--- src/rtl/fp_pkg.sv ---
// Shared floating-point types and format constants for the fp arithmetic units.
package fp_pkg;

  typedef enum logic [1:0] {ZERO, NORMAL, INF, NAN} fp_class_e;

  typedef enum logic [1:0] {IDLE, DIVIDE, ROUND} fpdiv_state_e;

  function automatic int fp_bias(input int exp_bit);
    return (1 << (exp_bit - 1)) - 1;
  endfunction

  // Magnitude bit patterns (sign excluded); callers truncate to N_BIT-1.
  function automatic logic [63:0] fp_inf(input int exp_bit, input int man_bit);
    return ((64'd1 << exp_bit) - 64'd1) << man_bit;
  endfunction

  function automatic logic [63:0] fp_nan(input int exp_bit, input int man_bit);
    return fp_inf(exp_bit, man_bit) | (64'd1 << (man_bit - 1));
  endfunction

endpackage

--- src/rtl/fpseperator.sv ---
// Splits a packed float into sign, exponent, mantissa with hidden bit, and class.
// Denormals are reported as ZERO with a cleared mantissa.
module fpseperator
  import fp_pkg::*;
#(
  parameter int LOG_BIT = 5,
  parameter int EXP_BIT = 8,
  localparam int N_BIT = 1 << LOG_BIT,
  localparam int MAN_BIT = N_BIT - EXP_BIT - 1
) (
  input  logic [N_BIT-1:0]   value,
  output logic               sign,
  output logic [EXP_BIT-1:0] exp,
  output logic [MAN_BIT:0]   man,
  output fp_class_e          cls
);

  logic [MAN_BIT-1:0] frac;

  assign sign = value[N_BIT-1];
  assign exp  = value[N_BIT-2 -: EXP_BIT];
  assign frac = value[MAN_BIT-1:0];

  always_comb begin
    cls = NORMAL;
    man = {1'b1, frac};
    if (exp == '0) begin
      cls = ZERO;
      man = '0;
    end else if (&exp) begin
      cls = (frac == '0) ? INF : NAN;
      man = {1'b0, frac};
    end
  end

endmodule

--- src/rtl/unsigned_divider.sv ---
// Radix-2 restoring divider, one quotient bit per clock, MSB first.
// rem_nz reports a nonzero final remainder for sticky rounding.
module unsigned_divider #(
  parameter int N_BIT   = 24,
  parameter int QUO_BIT = 26
) (
  input  logic               clk,
  input  logic               rst,
  input  logic               start,
  input  logic [N_BIT-1:0]   dividend,
  input  logic [N_BIT-1:0]   divisor,
  output logic [QUO_BIT-1:0] quotient,
  output logic               rem_nz,
  output logic               ready
);

  localparam int CW = $clog2(QUO_BIT);

  logic [N_BIT:0]   rem;
  logic [N_BIT-1:0] div;
  logic [N_BIT-1:0] diff;
  logic [CW-1:0]    cnt;
  logic             busy;
  logic             take;

  // rem < 2*div always holds, so the difference fits in N_BIT bits.
  assign take   = rem >= {1'b0, div};
  assign diff   = rem[N_BIT-1:0] - div;
  assign ready  = !busy;
  assign rem_nz = |rem;

  always_ff @(posedge clk) begin
    if (rst) begin
      rem      <= '0;
      div      <= '0;
      quotient <= '0;
      cnt      <= '0;
      busy     <= 1'b0;
    end else if (!busy) begin
      if (start) begin
        rem      <= {1'b0, dividend};
        div      <= divisor;
        quotient <= '0;
        cnt      <= '0;
        busy     <= 1'b1;
      end
    end else begin
      rem      <= take ? {diff, 1'b0} : {rem[N_BIT-1:0], 1'b0};
      quotient <= {quotient[QUO_BIT-2:0], take};
      cnt      <= cnt + CW'(1);
      if (cnt == CW'(QUO_BIT - 1)) busy <= 1'b0;
    end
  end

endmodule

--- src/rtl/fpdiv.sv ---
// Sequential floating-point divider out = a / b with fixed MAN_BIT+4 cycle latency.
// Define FPDIV_STATUS_FLAGS_EN to add flags = {invalid, div_by_zero, overflow, underflow}.
module fpdiv
  import fp_pkg::*;
#(
  parameter int LOG_BIT = 5,
  parameter int EXP_BIT = 8,
  localparam int N_BIT = 1 << LOG_BIT,
  localparam int MAN_BIT = N_BIT - EXP_BIT - 1
) (
  input  logic             clk,
  input  logic             rst,
  input  logic [N_BIT-1:0] a,
  input  logic [N_BIT-1:0] b,
  input  logic             start,
  output logic [N_BIT-1:0] out,
  output logic             ready,
  output logic             done
`ifdef FPDIV_STATUS_FLAGS_EN
  ,
  output logic [3:0]       flags
`endif
);

  localparam int EW      = EXP_BIT + 2;
  localparam int QUO_BIT = MAN_BIT + 3;
  localparam int CW      = $clog2(QUO_BIT);
  localparam logic [EW-1:0] BIAS    = EW'(fp_bias(EXP_BIT));
  localparam logic [EW-1:0] EXP_MAX = EW'((1 << EXP_BIT) - 1);
  localparam logic [N_BIT-2:0] INF_MAG = (N_BIT-1)'(fp_inf(EXP_BIT, MAN_BIT));
  localparam logic [N_BIT-2:0] NAN_MAG = (N_BIT-1)'(fp_nan(EXP_BIT, MAN_BIT));

  logic               sa, sb;
  logic [EXP_BIT-1:0] ea, eb;
  logic [MAN_BIT:0]   ma, mb;
  fp_class_e          ca, cb;

  fpseperator #(.LOG_BIT(LOG_BIT), .EXP_BIT(EXP_BIT)) u_sep_a (
    .value(a), .sign(sa), .exp(ea), .man(ma), .cls(ca)
  );
  fpseperator #(.LOG_BIT(LOG_BIT), .EXP_BIT(EXP_BIT)) u_sep_b (
    .value(b), .sign(sb), .exp(eb), .man(mb), .cls(cb)
  );

  logic [QUO_BIT-1:0] quo;
  logic               rem_nz;
  logic               div_ready;
  logic               accept;
  fpdiv_state_e       state, state_n;
  logic [CW-1:0]      counter;
  logic               sign_r;
  fp_class_e          ca_r, cb_r;
  logic [EW-1:0]      exp_r;

  assign ready  = (state == IDLE);
  assign accept = start && ready && div_ready;

  unsigned_divider #(.N_BIT(MAN_BIT + 1), .QUO_BIT(QUO_BIT)) u_div (
    .clk(clk), .rst(rst), .start(accept), .dividend(ma), .divisor(mb),
    .quotient(quo), .rem_nz(rem_nz), .ready(div_ready)
  );

  always_ff @(posedge clk) begin
    if (rst) state <= IDLE;
    else     state <= state_n;
  end

  always_comb begin
    state_n = state;
    case (state)
      IDLE:    if (accept) state_n = DIVIDE;
      DIVIDE:  if (counter == CW'(QUO_BIT - 1)) state_n = ROUND;
      ROUND:   state_n = IDLE;
      default: state_n = IDLE;
    endcase
  end

  logic [MAN_BIT:0]   mant;
  logic [MAN_BIT+1:0] mant_r;
  logic [MAN_BIT-1:0] frac;
  logic [EW-1:0]      exp_n, exp_f;
  logic               guard_b, round_b, round_up, carry;
  logic               is_nan, is_inf, is_zero, overflow, underflow;
  logic [N_BIT-1:0]   result;

  // A quotient below 1.0 is normalized by one left shift; the bit shifted in
  // is covered by the sticky remainder, so round-to-nearest-even stays exact.
  always_comb begin
    if (quo[QUO_BIT-1]) begin
      mant    = quo[QUO_BIT-1:2];
      guard_b = quo[1];
      round_b = quo[0];
      exp_n   = exp_r;
    end else begin
      mant    = quo[QUO_BIT-2:1];
      guard_b = quo[0];
      round_b = 1'b0;
      exp_n   = exp_r - EW'(1);
    end
    round_up = guard_b & (round_b | rem_nz | mant[0]);
    mant_r   = {1'b0, mant} + (MAN_BIT+2)'(round_up);
    carry    = mant_r[MAN_BIT+1];
    frac     = carry ? mant_r[MAN_BIT:1] : mant_r[MAN_BIT-1:0];
    exp_f    = exp_n + EW'(carry);

    is_nan    = (ca_r == NAN) || (cb_r == NAN) || (ca_r == ZERO && cb_r == ZERO) ||
                (ca_r == INF && cb_r == INF);
    is_inf    = (ca_r == INF) || (cb_r == ZERO);
    is_zero   = (cb_r == INF) || (ca_r == ZERO);
    overflow  = !exp_f[EW-1] && (exp_f >= EXP_MAX);
    underflow = exp_f[EW-1] || (exp_f == '0);

    result = {sign_r, exp_f[EXP_BIT-1:0], frac};
    if (is_nan)         result = {sign_r, NAN_MAG};
    else if (is_inf)    result = {sign_r, INF_MAG};
    else if (is_zero)   result = {sign_r, {(N_BIT-1){1'b0}}};
    else if (overflow)  result = {sign_r, INF_MAG};
    else if (underflow) result = {sign_r, {(N_BIT-1){1'b0}}};
  end

  always_ff @(posedge clk) begin
    if (rst) begin
      counter <= '0;
      out     <= '0;
      done    <= 1'b0;
      sign_r  <= 1'b0;
      ca_r    <= ZERO;
      cb_r    <= ZERO;
      exp_r   <= '0;
    end else begin
      done <= 1'b0;
      case (state)
        IDLE: if (accept) begin
          counter <= '0;
          sign_r  <= sa ^ sb;
          ca_r    <= ca;
          cb_r    <= cb;
          exp_r   <= {2'b00, ea} - {2'b00, eb} + BIAS;
        end
        DIVIDE: counter <= counter + CW'(1);
        ROUND: begin
          out     <= result;
          done    <= 1'b1;
          counter <= '0;
        end
        default: ;
      endcase
    end
  end

`ifdef FPDIV_STATUS_FLAGS_EN
  logic [3:0] flags_n;

  always_comb begin
    flags_n = '0;
    if (is_nan)         flags_n[3] = 1'b1;
    else if (is_inf)    flags_n[2] = (ca_r == NORMAL) && (cb_r == ZERO);
    else if (is_zero)   flags_n    = '0;
    else if (overflow)  flags_n[1] = 1'b1;
    else if (underflow) flags_n[0] = 1'b1;
  end

  always_ff @(posedge clk) begin
    if (rst)                flags <= '0;
    else if (state == ROUND) flags <= flags_n;
  end
`endif

endmodule

--- config.mk ---
export PLATFORM = sky130hd
export DESIGN_NAME = fpdiv
export DESIGN_NICKNAME = d
export VERILOG_FILES = /design/src/rtl/fp_pkg.sv /design/src/rtl/fpseperator.sv /design/src/rtl/unsigned_divider.sv /design/src/rtl/fpdiv.sv
export SDC_FILE = /design/constraint.sdc
export NUM_CORES = 1
export LEC_CHECK = 0
export BUFFER_PORTS_ARGS = -buffer_cell sky130_fd_sc_hd__buf_4
export CORE_UTILIZATION = 60
export DETAILED_ROUTE_END_ITERATION = 12
export GPL_TIMING_DRIVEN = 0
export HOLD_SLACK_MARGIN = 0.15
export PLACE_DENSITY = 0.8
export SLEW_MARGIN = 10
export SYNTH_ARGS = -nofsm -noshare
export SYNTH_HDL_FRONTEND = slang
export SYNTH_HIERARCHICAL = 1
export SYNTH_SLANG_ARGS = --single-unit
export TNS_END_PERCENT = 10
--- constraint.sdc ---
create_clock -name clk -period 8.9 [get_ports clk]
set_input_delay 0.89 -clock clk [delete_from_list [all_inputs] [get_ports clk]]
set_output_delay 0.89 -clock clk [all_outputs]
set_load 0.005 [all_outputs]
==> results.sh <==
export IMPL_status="finished, final reports clean"
export IMPL_yosys_warnings=6
export IMPL_num_rows=47
export IMPL_vias=10230
export IMPL_hold_viol_final=0
export IMPL_grt_start_max_net_pins=17
export IMPL_fmax_ghz=0.1369
export IMPL_synth_most_common_cell="dfxtp_1"
export IMPL_postCtsSetupBuffers=0
export IMPL_fin_tns_setup_ps=0
export IMPL_viasPerCell=6.134
export IMPL_gp_congestion=0.9918
export IMPL_slew_violations=0
export IMPL_cts_tree="yes"
export IMPL_switchingPower_w=0.0009164
export IMPL_setup_viol=0
export IMPL_synth_cell_types=87
export IMPL_start_util_pct=61.99
export IMPL_yosysTopAreaCell="dfxtp_1"
export IMPL_io_buffers=98
export IMPL_hpwl_um=21930
export IMPL_rsz0062_at_grt="false"
export IMPL_cts_path_max_buffers=2
export IMPL_ys_seq_elements=136
export IMPL_coreArea_um2=16700
export IMPL_antenna_found_initial=0
export IMPL_placed_cell_area_um2=11360
export IMPL_synth_top_flop_cell="dfxtp_1"
export IMPL_critPathLaunchType="flop"
export IMPL_period_share_pct=82.06
export IMPL_min_period_ps=7303
export IMPL_wl_per_cell_um=17.08
export IMPL_hp_class="reg -> reg"
export IMPL_dr_pass1_iters=7
export IMPL_synth_edf_count=0
export IMPL_drt_first_iter_violations=988
export IMPL_crit_type="reg -> reg"
export IMPL_tightestPinTransition_ps=1120
export IMPL_syn_inst=1317
export IMPL_grt_usage_pct=32.36
export IMPL_io_pins=101
export IMPL_seq_power_share_pct=29.8
export IMPL_intPower_w=0.001418
export IMPL_synth_top_area_share_pct=26.30
export IMPL_ctsResizeCount=0
export IMPL_yosysSeqAreaShare_pct=26.30
export IMPL_cts_hold_fix_buffers=0
export IMPL_drc=0
export IMPL_die_width_um=133.4
export IMPL_syn_avg_cell_area_um2=7.861
export IMPL_slew_headroom_pct=23.42
export IMPL_finalNonFillerCells=1667
export IMPL_grt_pass1_wl_um=46090
export IMPL_crit_fanout=10
export IMPL_cap_viol_max_count=0
export IMPL_cts_buffers=17
export IMPL_drive_above_1_share_pct=18.45
export IMPL_p_sw_share_pct=39.26
export IMPL_clk_latency_ps=420
export IMPL_ir_drop_mv=0.1678
export IMPL_critPathArrivalTime_ps=7620
export IMPL_clk_pin_slew_ps=60
export IMPL_die_area_um2=17780
export IMPL_comb_power_share_pct=40.4
export IMPL_syn2layout_area_growth_pct=15.34
export IMPL_cts_sinks=136
export IMPL_leakage_nw=4.506
export IMPL_synth_area_um2=10350
export IMPL_dpl_cell_count=1635
export IMPL_yosys_top_cells_count="dfxtp_1, nand2_1, a21oi_1"
export IMPL_nets=1544
export IMPL_powerDensity_nw_per_um2=195.5
export IMPL_grt_overflow=0
export IMPL_p_clk_share_pct=29.8
export IMPL_diodes=0
export IMPL_ys_async_sr_fraction_pct=0
export IMPL_cts_htree_levels=4
export IMPL_ys_top_cells_by_area="dfxtp_1, a21oi_1, ha_1"
export IMPL_finalClockSkew_ps=7.866
export IMPL_endpoint_kind="flop"
export IMPL_wirelength_um=28480
export IMPL_postRouteAntennaNets=0
export IMPL_required_ps=9210
export IMPL_clock_root_buffer="clkbuf_16"
export IMPL_final_cell_area_um2=11940
export IMPL_grt_pass1_vias=9235
export IMPL_die_h_um=133.4
export IMPL_synth_nets=1427
[critical path, stage by stage, from the launching register on]
cell and delay (ps):
dfxtp_1 450, buf_6 190, buf_6 160, clkbuf_1 410
buf_1 520, buf_1 590, mux2i_1 160, nor2b_1 140
ha_1 210, nand3_1 170, nor4b_4 450, and2_0 190
buf_2 180, nand3_1 140, or3_1 480, inv_1 140
ha_1 240, ha_1 240, and4bb_2 260, a21o_1 190
xnor2_1 90, o31a_1 250, or4_4 550, o2111a_1 280
and4_4 200, buf_6 130, a22o_1 180
[area by class of cell]
class	instances	area (um2)
sequential	136	2723
timing repair buffer	98	735.7
buffer	102	536.8
multi-input combinational	1025	6890
fill	1418	4761
inverter	54	202.7
clock inverter	14	137.6
clock buffer	18	439.2
tap	220	275.3
[layer usage]
metal / track usage [%] / part of all wire, % / wire (um)
met2: 55.38 / 48 / 13550
met3: 4.110 / 6.1 / 1731
met5: 0 / 0 / 0
met1: 40.35 / 42 / 11970
met4: 15.09 / 4.3 / 1224
[through the flow]
stage / hold WS, ps / setup slack (ps) / power (W) / utilization (%)
4_1_cts: 447.9 / 1647 / 0.002311 / 71.49
3_5_place_dp: 439.2 / 1696 / 0.001616 / 68.04
6_report: 446.1 / 1597 / 0.002334 / 71.49
2_1_floorplan: 432.0 / 2703 / 0.001389 / -
5_1_grt: 468.6 / 1202 / 0.002454 / 71.49
3_3_place_gp: 436.2 / 1770 / 0.001599 / 68.04
[placed cells by master, fill, tap and decap left out, drive strengths merged, types with 31 or more instances in the layout]
| cell type | netlist | routed |
|---|---|---|
| clkbuf | 56 | 74 |
| xor2 | 35 | 35 |
| nor2 | 106 | 106 |
| o21ai | 60 | 60 |
| ha | 41 | 41 |
| a21oi | 111 | 111 |
| inv | 54 | 61 |
| nand3 | 50 | 50 |
| buf | 46 | 144 |
| xnor2 | 31 | 31 |
| and2 | 57 | 57 |
| nor3b | 31 | 31 |
| dfxtp | 136 | 136 |
| nand2 | 126 | 126 |
[sequential cells by signal, indices dropped and copies added, names as in the netlist]
register	flops
u_div/rem	25
cb_r	2
sign_r	1
counter	5
u_div/quotient	26
u_div/busy	1
u_div/cnt	5
done	1
state	2
ca_r	2
out	32
exp_r	10
u_div/div	24
[final timing paths]
kind / start / to / slack, ps / depth (start not counted)
setup / recovery: u_div/quotient[25] / out[11] / 1600 / 26
hold / removal: out[12] / out[12] / 450 / 2
setup reg to reg: u_div/quotient[25] / out[11] / 1600 / 26
hold reg to reg: out[12] / out[12] / 450 / 2
[cells by family (layout without fill, tap and decap cells)]
group	Yosys count	in the layout	share of synthesized area, %
AND/OR/NAND/NOR	529	529	28.91
AO/OA/AOI/OAI	348	348	22.70
buffers and inverters	156	286	7.143
flip-flops	136	136	26.30
XOR/XNOR	66	66	5.729
adder cells (fa/ha/maj)	43	43	5.342
multiplexers	39	39	3.880
[power groups by stage]
stage / combinational (W) / clock, W / sequential, W
final: 0.000943 / 0.000695 / 0.000696
after global routing: 0.00103 / 0.000729 / 0.000699
after CTS: 0.000919 / 0.000699 / 0.000693
after detailed placement: 0.000910 / 0 / 0.000706
after global placement: 0.000895 / 0 / 0.000704
after floorplan: 0.000701 / 0 / 0.000688
Note: power is estimated with default switching activity, not from simulation.
